$ cat src/rtl/mux_pkg.sv
// Shared constants and types for the 4-channel round-robin merge.
// Latency: n/a (declarations only).
// Backpressure: n/a (declarations only).
package mux_pkg;
  localparam int NCH  = 4;
  localparam int SELW = 2;

  // Channel index; also the demux select encoding {sel1,sel0}
  typedef logic [SELW-1:0] ch_idx_t;
endpackage

$ cat src/rtl/rr_arbiter_4.sv
// Round-robin grant finder: first requesting channel at or after ptr, mod 4.
// Latency: purely combinational, zero cycles.
// Backpressure: none; the caller decides whether a grant is consumed.
module rr_arbiter_4
  import mux_pkg::*;
(
  input  logic [NCH-1:0] req,
  input  ch_idx_t        ptr,
  output ch_idx_t        grant,
  output logic           grant_valid
);

  ch_idx_t idx;

  // Walk the search order from the far end back so the nearest request to ptr wins
  always_comb begin
    grant       = '0;
    grant_valid = 1'b0;
    idx         = ptr;
    for (int k = NCH - 1; k >= 0; k--) begin
      idx = ptr + ch_idx_t'(k);
      if (req[idx]) begin
        grant       = idx;
        grant_valid = 1'b1;
      end
    end
  end

endmodule

$ cat src/rtl/mux_arbiter.sv
// Merges 4 valid/ready channels into one registered stream, round-robin fair.
// Latency: one cycle from input accept to out_valid/out_data/out_sel.
// Backpressure: out_ready low with a held word stalls; all in_ready drop to 0.
module mux_arbiter
  import mux_pkg::*;
#(
  parameter int DW = 8
) (
  input  logic              clk,
  input  logic              rst_n,
  input  logic [NCH-1:0]    in_valid,
  input  logic [NCH*DW-1:0] in_data,
  output logic [NCH-1:0]    in_ready,
  output logic              out_valid,
  output logic [DW-1:0]     out_data,
  output logic [SELW-1:0]   out_sel,
  input  logic              out_ready
);

  ch_idx_t ptr;
  ch_idx_t grant;
  logic    grant_valid;
  logic    load;

  // Output slot is free this cycle if empty or being drained downstream
  assign load = !out_valid || out_ready;

  rr_arbiter_4 u_arb (
    .req         (in_valid),
    .ptr         (ptr),
    .grant       (grant),
    .grant_valid (grant_valid)
  );

  // Accept only the granted channel, and never while held in reset
  always_comb begin
    in_ready = '0;
    if (rst_n && load && grant_valid) begin
      in_ready[grant] = 1'b1;
    end
  end

  // Output register and fairness pointer; pointer moves past each winner
  always_ff @(posedge clk) begin
    if (!rst_n) begin
      out_valid <= 1'b0;
      out_data  <= '0;
      out_sel   <= '0;
      ptr       <= '0;
    end else if (load) begin
      if (grant_valid) begin
        out_valid <= 1'b1;
        out_data  <= in_data[int'(grant)*DW +: DW];
        out_sel   <= grant;
        ptr       <= grant + ch_idx_t'(1);
      end else begin
        out_valid <= 1'b0;
      end
    end
  end

endmodule

$ cat config.mk
export PLATFORM = sky130hd
export DESIGN_NAME = mux_arbiter
export DESIGN_NICKNAME = d
export VERILOG_FILES = /design/src/rtl/mux_pkg.sv /design/src/rtl/rr_arbiter_4.sv /design/src/rtl/mux_arbiter.sv
export SDC_FILE = /design/constraint.sdc
export NUM_CORES = 1
export LEC_CHECK = 0
export CAP_MARGIN = 25
export CORE_MARGIN = 1
export CORE_UTILIZATION = 30
export CTS_CLUSTER_DIAMETER = 100
export CTS_CLUSTER_SIZE = 8
export DETAILED_ROUTE_END_ITERATION = 10
export PLACE_DENSITY = 0.8
export SLEW_MARGIN = 20
export SYNTH_ARGS = -nofsm -noshare
export SYNTH_HDL_FRONTEND = slang
export SYNTH_SLANG_ARGS = --single-unit
$ cat constraint.sdc
create_clock -name clk -period 4.1 [get_ports clk]
set_clock_uncertainty 0.15 [all_clocks]
set_input_delay 0.82 -clock clk [delete_from_list [all_inputs] [get_ports clk]]
set_output_delay 0.82 -clock clk [all_outputs]
set_load 0.01 [all_outputs]
==> impl_summary.log <==
[metrics] run status: complete, no violations
[metrics] clock latency on the worst-skew pair: 0.28 ns
[metrics] number of nets in the synthesized netlist: 141
[metrics] Worst Hold Path Cells: 2
[metrics] clock root buffer: clkbuf_4
[metrics] proportion of layout cells with a drive suffix above 1: 6.369%
[metrics] headroom to the max-slew limit: 58.82%
[metrics] length in cells of the worst reg-to-reg path: 6
[metrics] post-route total power: 0.4274 mW
[metrics] number of buffers added to fix hold violations after cts: 0
[metrics] Remaining DRCs: 0
[metrics] worst setup path category: input pin to output pin
[metrics] max layer used: met4
[metrics] Iter 0 DRT Violations: 16
[metrics] setup repair after global routing missed its margin: false
[metrics] final setup violation count: 0
[metrics] maximum number of pins on one net before global-route repair: 18
[metrics] maximum vdd drop: 0.1654 mV
[metrics] CP Capture Type: output pin
[metrics] aggregate global-route resource usage: 17.47%
[metrics] total power density per cell area: 299.9 nW/um2
[metrics] Core Rows: 18
[metrics] distinct cell type count of the synthesized netlist: 28
[metrics] Routed wire per std cell: 13.12 um
[metrics] drt total wl: 2454 um
[metrics] clock buffer count from CTS: 3
[metrics] starting density of the core: 32.74%
[metrics] number of register bits inferred by synthesis: 13
[metrics] via count: 966
[metrics] area overhead of the layout relative to synthesis: 71.02%
[metrics] clock-pin slew reported for the worst setup and hold paths after clock tree synthesis: 0.08 ns
[metrics] routed wl met3: 160 um
[metrics] worst-case register-to-register setup slack: 2.28 ns
[metrics] worst min-delay path class: register to register
[metrics] buffers inserted by post-CTS timing repair: 0
[metrics] sum of routed wire segments on met1: 1028 um
[metrics] area used by sequential logic in the layout: 260.3 um2
[metrics] first-pass GRT wire length: 3670 um
[metrics] antenna violations before repair: 0
[metrics] Clock Sinks: 13
[metrics] area taken by multi-input logic gates: 536.8 um2
[metrics] maximum net fanout on the critical path: 6
[metrics] clock tree from TritonCTS: built
[metrics] sequential fraction of the synthesis area: 31.23%
[metrics] post-route clock period utilization: 91.22%
[metrics] max cap viols: 0
[metrics] post-CTS resize count: 0
[metrics] number of standard cells after synthesis: 102
[metrics] H-tree levels: 1
[metrics] Die Y: 54.71 um
[metrics] leakage power summed over all cells: 0.5550 nW
[metrics] # IOs: 54
[metrics] worst-margin pin slew: 0.6164 ns
[metrics] number of hold-slack violations in the final timing report: 0
[metrics] Met2 Routed Length: 1237 um
[metrics] number of pins exceeding their max-slew limit in the final report: 0
[metrics] Post-Synthesis Mean Instance Area: 8.170 um2
[metrics] summed instance area of the synthesized netlist: 833.3 um2
[metrics] Tmin final: 3.740 ns
[metrics] antenna cell count: 0
[metrics] maximum buffer depth of the clock tree: 2
[metrics] final RePlAce weighted congestion: 0.7717
[metrics] Final nets: 197
[metrics] Vias per Instance: 5.166
[metrics] antenna-violating nets left: 0
[metrics] peak clock frequency supported by timing: 267.4 MHz
[metrics] Worst EP arrival: 2.77 ns
[metrics] final-layout setup total negative slack: 0 ns
[metrics] die width: 54.71 um
[metrics] die area: 2993 um2
[metrics] count of yosys warnings during synthesis: 0
[metrics] placeable core area: 2545 um2
[metrics] number of iterations in the first detailed-routing pass: 4
[metrics] sum of net half-perimeters after detailed placement: 1967 um
[metrics] startpoint kind of the worst setup timing path: input pin
[metrics] vias in the first global route: 905
[metrics] Worst Path Required: 3.13 ns
[metrics] leftover overflow at the end of global routing: 0
[metrics] fillcell total: 260
[metrics] number of port buffers: 53
[stage by stage]
stage / setup WS, ns / instance area (um2) / util (%) / hold WS (ns) / std cells
CTS: 0.3662 / 1425 / 56.00 / 0.3384 / 187
global placement: 0.4184 / 1399 / 54.97 / 0.3106 / 183
global route: 0.2175 / 1425 / 56.00 / 0.3738 / 187
detailed placement: 0.3681 / 1399 / 54.97 / 0.3188 / 183
floorplan: 1.094 / 833.3 / - / 0.3575 / 102
finish: 0.3600 / 1425 / 56.00 / 0.3318 / 187
[metal layers]
layer | track usage (%) | up-vias
met5 | 0 | -
met4 | 10.68 | 0
met2 | 32.53 | 31
li1 | - | 483
met3 | 3.056 | 2
met1 | 17.66 | 450
[Yosys cell counts]
master	count	area share (%)
dfxtp_1	13	31
and2_1	1	0.75
nand3_1	1	0.60
nand2b_1	1	0.75
or2_2	1	0.75
o211ai_1	8	7.2
a31oi_1	1	0.75
inv_1	1	0.45
a211o_1	1	1.1
nand2_1	10	4.5
and3_1	9	6.8
nor4_1	1	0.75
buf_1	1	0.45
nand3b_1	1	0.90
buf_6	1	1.4
nor2b_1	7	5.3
buf_2	2	1.2
clkbuf_1	2	0.90
a21oi_1	2	1.2
a21oi_2	1	1.1
o21ai_0	11	6.6
o21bai_1	1	0.90
o21bai_2	1	1.4
nor2_1	2	0.90
a21boi_0	9	8.1
mux2i_1	10	12
nor3_1	2	1.2
xnor2_1	1	1.1
[where the power goes]
group / switching (mW) / leakage (nW) / internal, mW
Combinational: 0.0779 / 0.432 / 0.110
Clock: 0.0439 / 0.0150 / 0.0377
Sequential: 0.0119 / 0.108 / 0.146
[placed cells by master (no fill, tap or decap), drive strengths merged]
cell type and count:
mux2i 10, dfxtp 13, and3 9, nor2b 7
xnor2 1, o21ai 11, buf 4, nor3 2
nand2b 1, inv 1, a21boi 9, nand3b 1
a211o 1, nor2 2, a31oi 1, nand2 10
and2 1, o21bai 2, or2 1, a21oi 3
clkdlybuf4s50 53, o211ai 8, nor4 1, nand3 1
clkbuf 4
[cell type report]
cell class	instances	share of cell area (%)
Clock buffer	4	1.844
Inverter	1	0.2634
Multi-Input combinational cell	82	37.66
Tap cell	30	2.634
Timing Repair Buffer	57	39.33
Sequential cell	13	18.26
[critical path, stage by stage]
cell and delay, ns:
clkdlybuf4s50_1 0.45, nor2b_1 0.17, o21bai_1 0.18, and3_1 0.31
nand3_1 0.17, nor2_1 0.12, clkdlybuf4s50_1 0.55
[logic make-up after synthesis]
kind of cell | share of synthesized area, %
buffers and inverters | 4.354
xor gates and xnor gates | 1.051
DFF | 31.23
and+or+nand+nor | 23.12
AOI/OAI and AO/OA | 28.23
muxes | 12.01
[path summary, 6_finish.rpt]
| kind | start | to |
|---|---|---|
| worst max-delay path | in_valid[0] | in_ready[1] |
| worst min-delay path | out_data[0] | out_data[0] |
| worst max register to register | ptr[0] | out_data[7] |
| worst min register to register | out_data[0] | out_data[0] |
[state kept, by name, summed over array words and instances, names as in the netlist]
name       count
out_data       8
out_valid      1
out_sel        2
ptr            2
No activity file was read; power rests on OpenSTA's default activity.
